$ cat src/rtl/fpro_bus_arbiter.sv
// fpro_bus_arbiter: round-robin arbiter sharing the FPro MMIO bus between two req/ack masters.
// Each transaction runs IDLE (grant) -> ISSUE (single strobe cycle) -> DONE (ack pulse).
module fpro_bus_arbiter #(
  parameter int ADDR_W = 21,
  parameter int DATA_W = 32
) (
  input  logic              clk,
  input  logic              reset,
  input  logic              m0_req,
  input  logic              m0_wr,
  input  logic [ADDR_W-1:0] m0_addr,
  input  logic [DATA_W-1:0] m0_wr_data,
  output logic [DATA_W-1:0] m0_rd_data,
  output logic              m0_ack,
  input  logic              m1_req,
  input  logic              m1_wr,
  input  logic [ADDR_W-1:0] m1_addr,
  input  logic [DATA_W-1:0] m1_wr_data,
  output logic [DATA_W-1:0] m1_rd_data,
  output logic              m1_ack,
  output logic              busy,
  output logic              fp_mmio_cs,
  output logic              fp_wr,
  output logic              fp_rd,
  output logic [ADDR_W-1:0] fp_addr,
  output logic [DATA_W-1:0] fp_wr_data,
  input  logic [DATA_W-1:0] fp_rd_data
);

  localparam logic [1:0] IDLE  = 2'd0;
  localparam logic [1:0] ISSUE = 2'd1;
  localparam logic [1:0] DONE  = 2'd2;

  logic [1:0] state;
  logic [1:0] state_next;
  logic       sel;
  logic       wr_lat;
  logic       last_grant;
  logic       win;
  logic       grant;

  // Winner: on a tie the master that was not granted last goes first.
  always_comb begin
    win = 1'b0;
    if (m0_req && m1_req) begin
      win = ~last_grant;
    end else if (m1_req) begin
      win = 1'b1;
    end else begin
      win = 1'b0;
    end
  end

  assign grant = (state == IDLE) && (m0_req || m1_req);

  // Next-state logic.
  always_comb begin
    state_next = state;
    case (state)
      IDLE: begin
        if (m0_req || m1_req) begin
          state_next = ISSUE;
        end else begin
          state_next = IDLE;
        end
      end
      ISSUE:   state_next = DONE;
      DONE:    state_next = IDLE;
      default: state_next = IDLE;
    endcase
  end

  // State register.
  always_ff @(posedge clk) begin
    if (reset) begin
      state <= IDLE;
    end else begin
      state <= state_next;
    end
  end

  // Transaction attributes are captured at grant, so a late req drop cannot abort it.
  always_ff @(posedge clk) begin
    if (reset) begin
      sel        <= 1'b0;
      wr_lat     <= 1'b0;
      fp_addr    <= '0;
      fp_wr_data <= '0;
    end else if (grant) begin
      sel        <= win;
      wr_lat     <= win ? m1_wr : m0_wr;
      fp_addr    <= win ? m1_addr : m0_addr;
      fp_wr_data <= win ? m1_wr_data : m0_wr_data;
    end
  end

  // Round-robin history, reset to 1 so master 0 wins the first tie.
  always_ff @(posedge clk) begin
    if (reset) begin
      last_grant <= 1'b1;
    end else if (state == ISSUE) begin
      last_grant <= sel;
    end
  end

  // Read data is captured only for the selected master on a read strobe.
  always_ff @(posedge clk) begin
    if (reset) begin
      m0_rd_data <= '0;
      m1_rd_data <= '0;
    end else if ((state == ISSUE) && !wr_lat) begin
      if (sel) begin
        m1_rd_data <= fp_rd_data;
      end else begin
        m0_rd_data <= fp_rd_data;
      end
    end
  end

  // Strobes and acks decode only registered state, so they are glitch-free.
  assign fp_mmio_cs = (state == ISSUE);
  assign fp_wr      = (state == ISSUE) && wr_lat;
  assign fp_rd      = (state == ISSUE) && !wr_lat;
  assign m0_ack     = (state == DONE) && !sel;
  assign m1_ack     = (state == DONE) && sel;
  assign busy       = (state != IDLE);

endmodule
$ cat config.mk
export PLATFORM = sky130hd
export DESIGN_NAME = fpro_bus_arbiter
export DESIGN_NICKNAME = d
export VERILOG_FILES = /design/src/rtl/fpro_bus_arbiter.sv
export SDC_FILE = /design/constraint.sdc
export NUM_CORES = 1
export LEC_CHECK = 0
export ABC_AREA = 1
export CAP_MARGIN = 20
export CORE_MARGIN = 5
export CORE_UTILIZATION = 46
export DETAILED_ROUTE_END_ITERATION = 8
export GPL_ROUTABILITY_DRIVEN = 0
export GPL_TIMING_DRIVEN = 0
export PLACE_DENSITY_LB_ADDON = 0.3
export SYNTH_ARGS = -nofsm -noshare
export SYNTH_HDL_FRONTEND = slang
export SYNTH_SLANG_ARGS = --single-unit
$ cat constraint.sdc
create_clock -name clk -period 2.93 [get_ports clk]
set_input_delay 0.586 -clock clk [delete_from_list [all_inputs] [get_ports clk]]
set_output_delay 0.586 -clock clk [all_outputs]
set_load 0.02 [all_outputs]
==> results.toml <==
[sta]
max_freq_ghz = 0.3623
slew_headroom_pct = 64.62
tns_ns = 0
rsz0062_at_grt = "false"
fin_crit_sh_pct = 94.21
slew_viol_final = 0
period_minus_slack_ns = 2.760
skew_ns = 0.007533
setup_viol = 0
finalHoldViolCount = 0
max_slew.worst_pin.slew_ns = 0.5307

[synth]
synthCells = 944
synth_flop_cell = "dfxtp_1"
synthTopCellsByArea = "dfxtp_1 40%, nor2_1 15%, nand2_1 14%"
async_reset_ff_share_pct = 0
synth.top_cell.area_share_pct = 40.21
synth_warnings = 0
yosys.cell_types.count = 19
synth-edff-count = 0
ys_seq_elements = 122
avgSynthCellArea_um2 = 6.435
synth_fp_nets = 1088
synth.most_common_cell = "nor2_1"
synthTopCellsByCount = "244 x nor2_1, 230 x nand2_1, 122 x dfxtp_1"
yosysTopAreaCell = "dfxtp_1"
ys_seq_area_share_pct = 40.21
netlist_area_um2 = 6075

[pwr]
clkPwrFrac_pct = 38.9
vdd_drop_max_mv = 0.3614
p_per_area_nw_per_um2 = 579.9
p_switching_mw = 1.690
sequentialPowerShare_pct = 34.2
combPwrFrac_pct = 26.8
leakage_nw = 4.257
sw_frac_of_total_pct = 30.46
p_int_mw = 3.858

[die]
io_pins = 267
floorplan.initialDensity_pct = 46.42
dieArea_um2 = 15600
fp.dieH_um = 124.9
rows = 42
coreArea_um2 = 13090
dieWidth_um = 124.9

[clocking]
cts_max_level = 4
cts_root_buf = "clkbuf_16"
cts_sinks = 122
postCtsSetupBuffers = 0
path_clk_slew_ns = 0.06
clock_path_buffers = 2
cts_hold_buffers = 0
cts_buffers = 17
cts_tree = "built"
clk_latency_ns = 0.41
cts_resized = 0

[global_route]
grt.total_usage_pct = 25.36
grt_use_met3_pct = 8.919
antenna_found_initial = 1
overflow = 0
busiest_layer = "met2"
grt_pass1_wl_mm = 31.89
grt_start_max_net_pins = 17
use_met1_pct = 27.31
grtUsageMet2_pct = 45.64
grt_pass1_vias = 6469

[critical_path]
endpoint = "fp_rd"
end_kind = "output pin"
crit_chain = "inv_2, nor2_1, buf_4, inv_1, nor2_1, clkdlybuf4s50_1"
cp-start-kind = "flip-flop"
reg2reg_from = "state[0]"
rr_endpoint = "m1_rd_data[18]"
path_common_cell = "nor2_1"
critPathSlowestCell = "clkdlybuf4s50_1"
critical_path.max_stage_delay_ns = 0.63
r2r_setup_slack_ns = 1.42
worstPathMaxFanout = 10
startpoint = "state[0]"
cp.required_ns = 2.34
reg2reg_depth = 7
path_class = "reg -> out"
crit_arrival_ns = 2.17

[detailed_routing]
drc = 0
firstDrtPassIters = 5
totalWireLength_mm = 20.61
postRouteAntennaNets = 0
vias_per_cell = 4.847
avgRoutedWirePerCell_um = 14.53
drtIter0Drc = 531
vias = 6873

[finish]
fin_nets = 1373
n_fill_cell = 1110
drive_above_1_share_pct = 6.119
finalNonFillerCells = 1418
syn2layout_area_growth_pct = 57.51
finalInstanceArea_um2 = 9568
insertedDiodeCount = 0

[run]
cap_viol_max_count = 0

[placement]
port_buffers = 266
dp.cells = 1386
dpl.hpwl_mm = 15.91
placed_cell_area_um2 = 8957

[worst_hold_path]
hp-class = "reg -> reg"

[run_status]
outcome = "completed"
[metal layers]
metal	vias up	share of wire, %	wire, um
li1	3522	-	-
met1	2997	38	7813
met4	2	2.6	544
met5	-	0.063	13
met3	36	10	2138
met2	316	49	10100
[cell families (layout without fill, tap and decap cells)]
kind of cell / count (synthesis) / in the layout / share of synthesized area, %
flip-flops: 122 / 122 / 40.21
buffers and inverters: 165 / 463 / 11.72
AO/OA/AOI/OAI: 56 / 56 / 6.838
AND/OR/NAND/NOR: 601 / 601 / 41.24
[per-stage QoR]
stage	setup slack [ns]	utilization, %	power, mW	hold WS (ns)
floorplan	1.126	-	2.736	0.4486
global placement	0.6336	68.45	3.393	0.4617
detailed placement	0.6235	68.45	3.417	0.4711
CTS	0.1751	73.12	5.580	0.4838
global route	0.02788	73.12	5.791	0.5072
finish	0.1697	73.12	5.548	0.4793
[cell type report]
type | count | area, um^2 | area share, %
plain buffers | 74 | 370.4 | 3.871
clock buffers | 18 | 439.2 | 4.590
clock inverters | 14 | 171.4 | 1.792
inverters | 91 | 341.6 | 3.570
multi-input cells | 657 | 2920 | 30.52
flip-flops and latches | 122 | 2442 | 25.53
well taps | 176 | 220.2 | 2.302
repair buffers | 266 | 2663 | 27.83
[worst min-delay path by stage]
stage / slack (ns) / from / end / cells after the start
final: 0.48 / m0_rd_data[1] / m0_rd_data[1] / 2
after global routing: 0.51 / m1_rd_data[16] / m1_rd_data[16] / 2
after CTS: 0.48 / m0_rd_data[23] / m0_rd_data[23] / 2
after detailed placement: 0.47 / m1_rd_data[15] / m1_rd_data[15] / 2
after global placement: 0.46 / m1_rd_data[22] / m1_rd_data[22] / 2
after floorplan: 0.45 / last_grant / last_grant / 2
[sequential cells by signal (all words and copies together), names as in the netlist]
signal      flops
m1_rd_data     32
sel             1
fp_wr_data     32
fp_addr        21
wr_lat          1
m0_rd_data     32
last_grant      1
state           2
[power by group through the flow]
stage                     Sequential (mW)  Combinational [mW]  Clock (mW)
after floorplan                      2.11               0.628           0
after global placement               1.93                1.47           0
after detailed placement             1.93                1.48           0
after CTS                            1.90                1.49        2.19
after global routing                 1.92                1.63        2.24
final                                1.90                1.49        2.16
[worst max-delay path, delay by kind of cell (launching register included)]
kind,cells,cell delay (ns)
buffers and inverters,4,1.02
DFF,1,0.45
and+or+nand+nor,2,0.31
[cell usage in the layout (no fill, tap or decap), types with 2 or more instances in the layout]
cell / count
inv_2: 4
clkbuf_1: 27
nor2_2: 2
a21boi_0: 19
clkinv_4: 3
a21boi_1: 35
clkdlybuf4s50_1: 266
inv_1: 87
buf_1: 11
nand2_1: 230
nor2_1: 244
nor3_1: 2
dfxtp_1: 122
clkinv_2: 3
buf_2: 17
clkinvlp_4: 3
buf_4: 19
clkbuf_16: 17
nand3_1: 57
bufinv_16: 3
nand4_1: 64
inv_6: 2
Note: power is estimated with default switching activity, not from simulation.
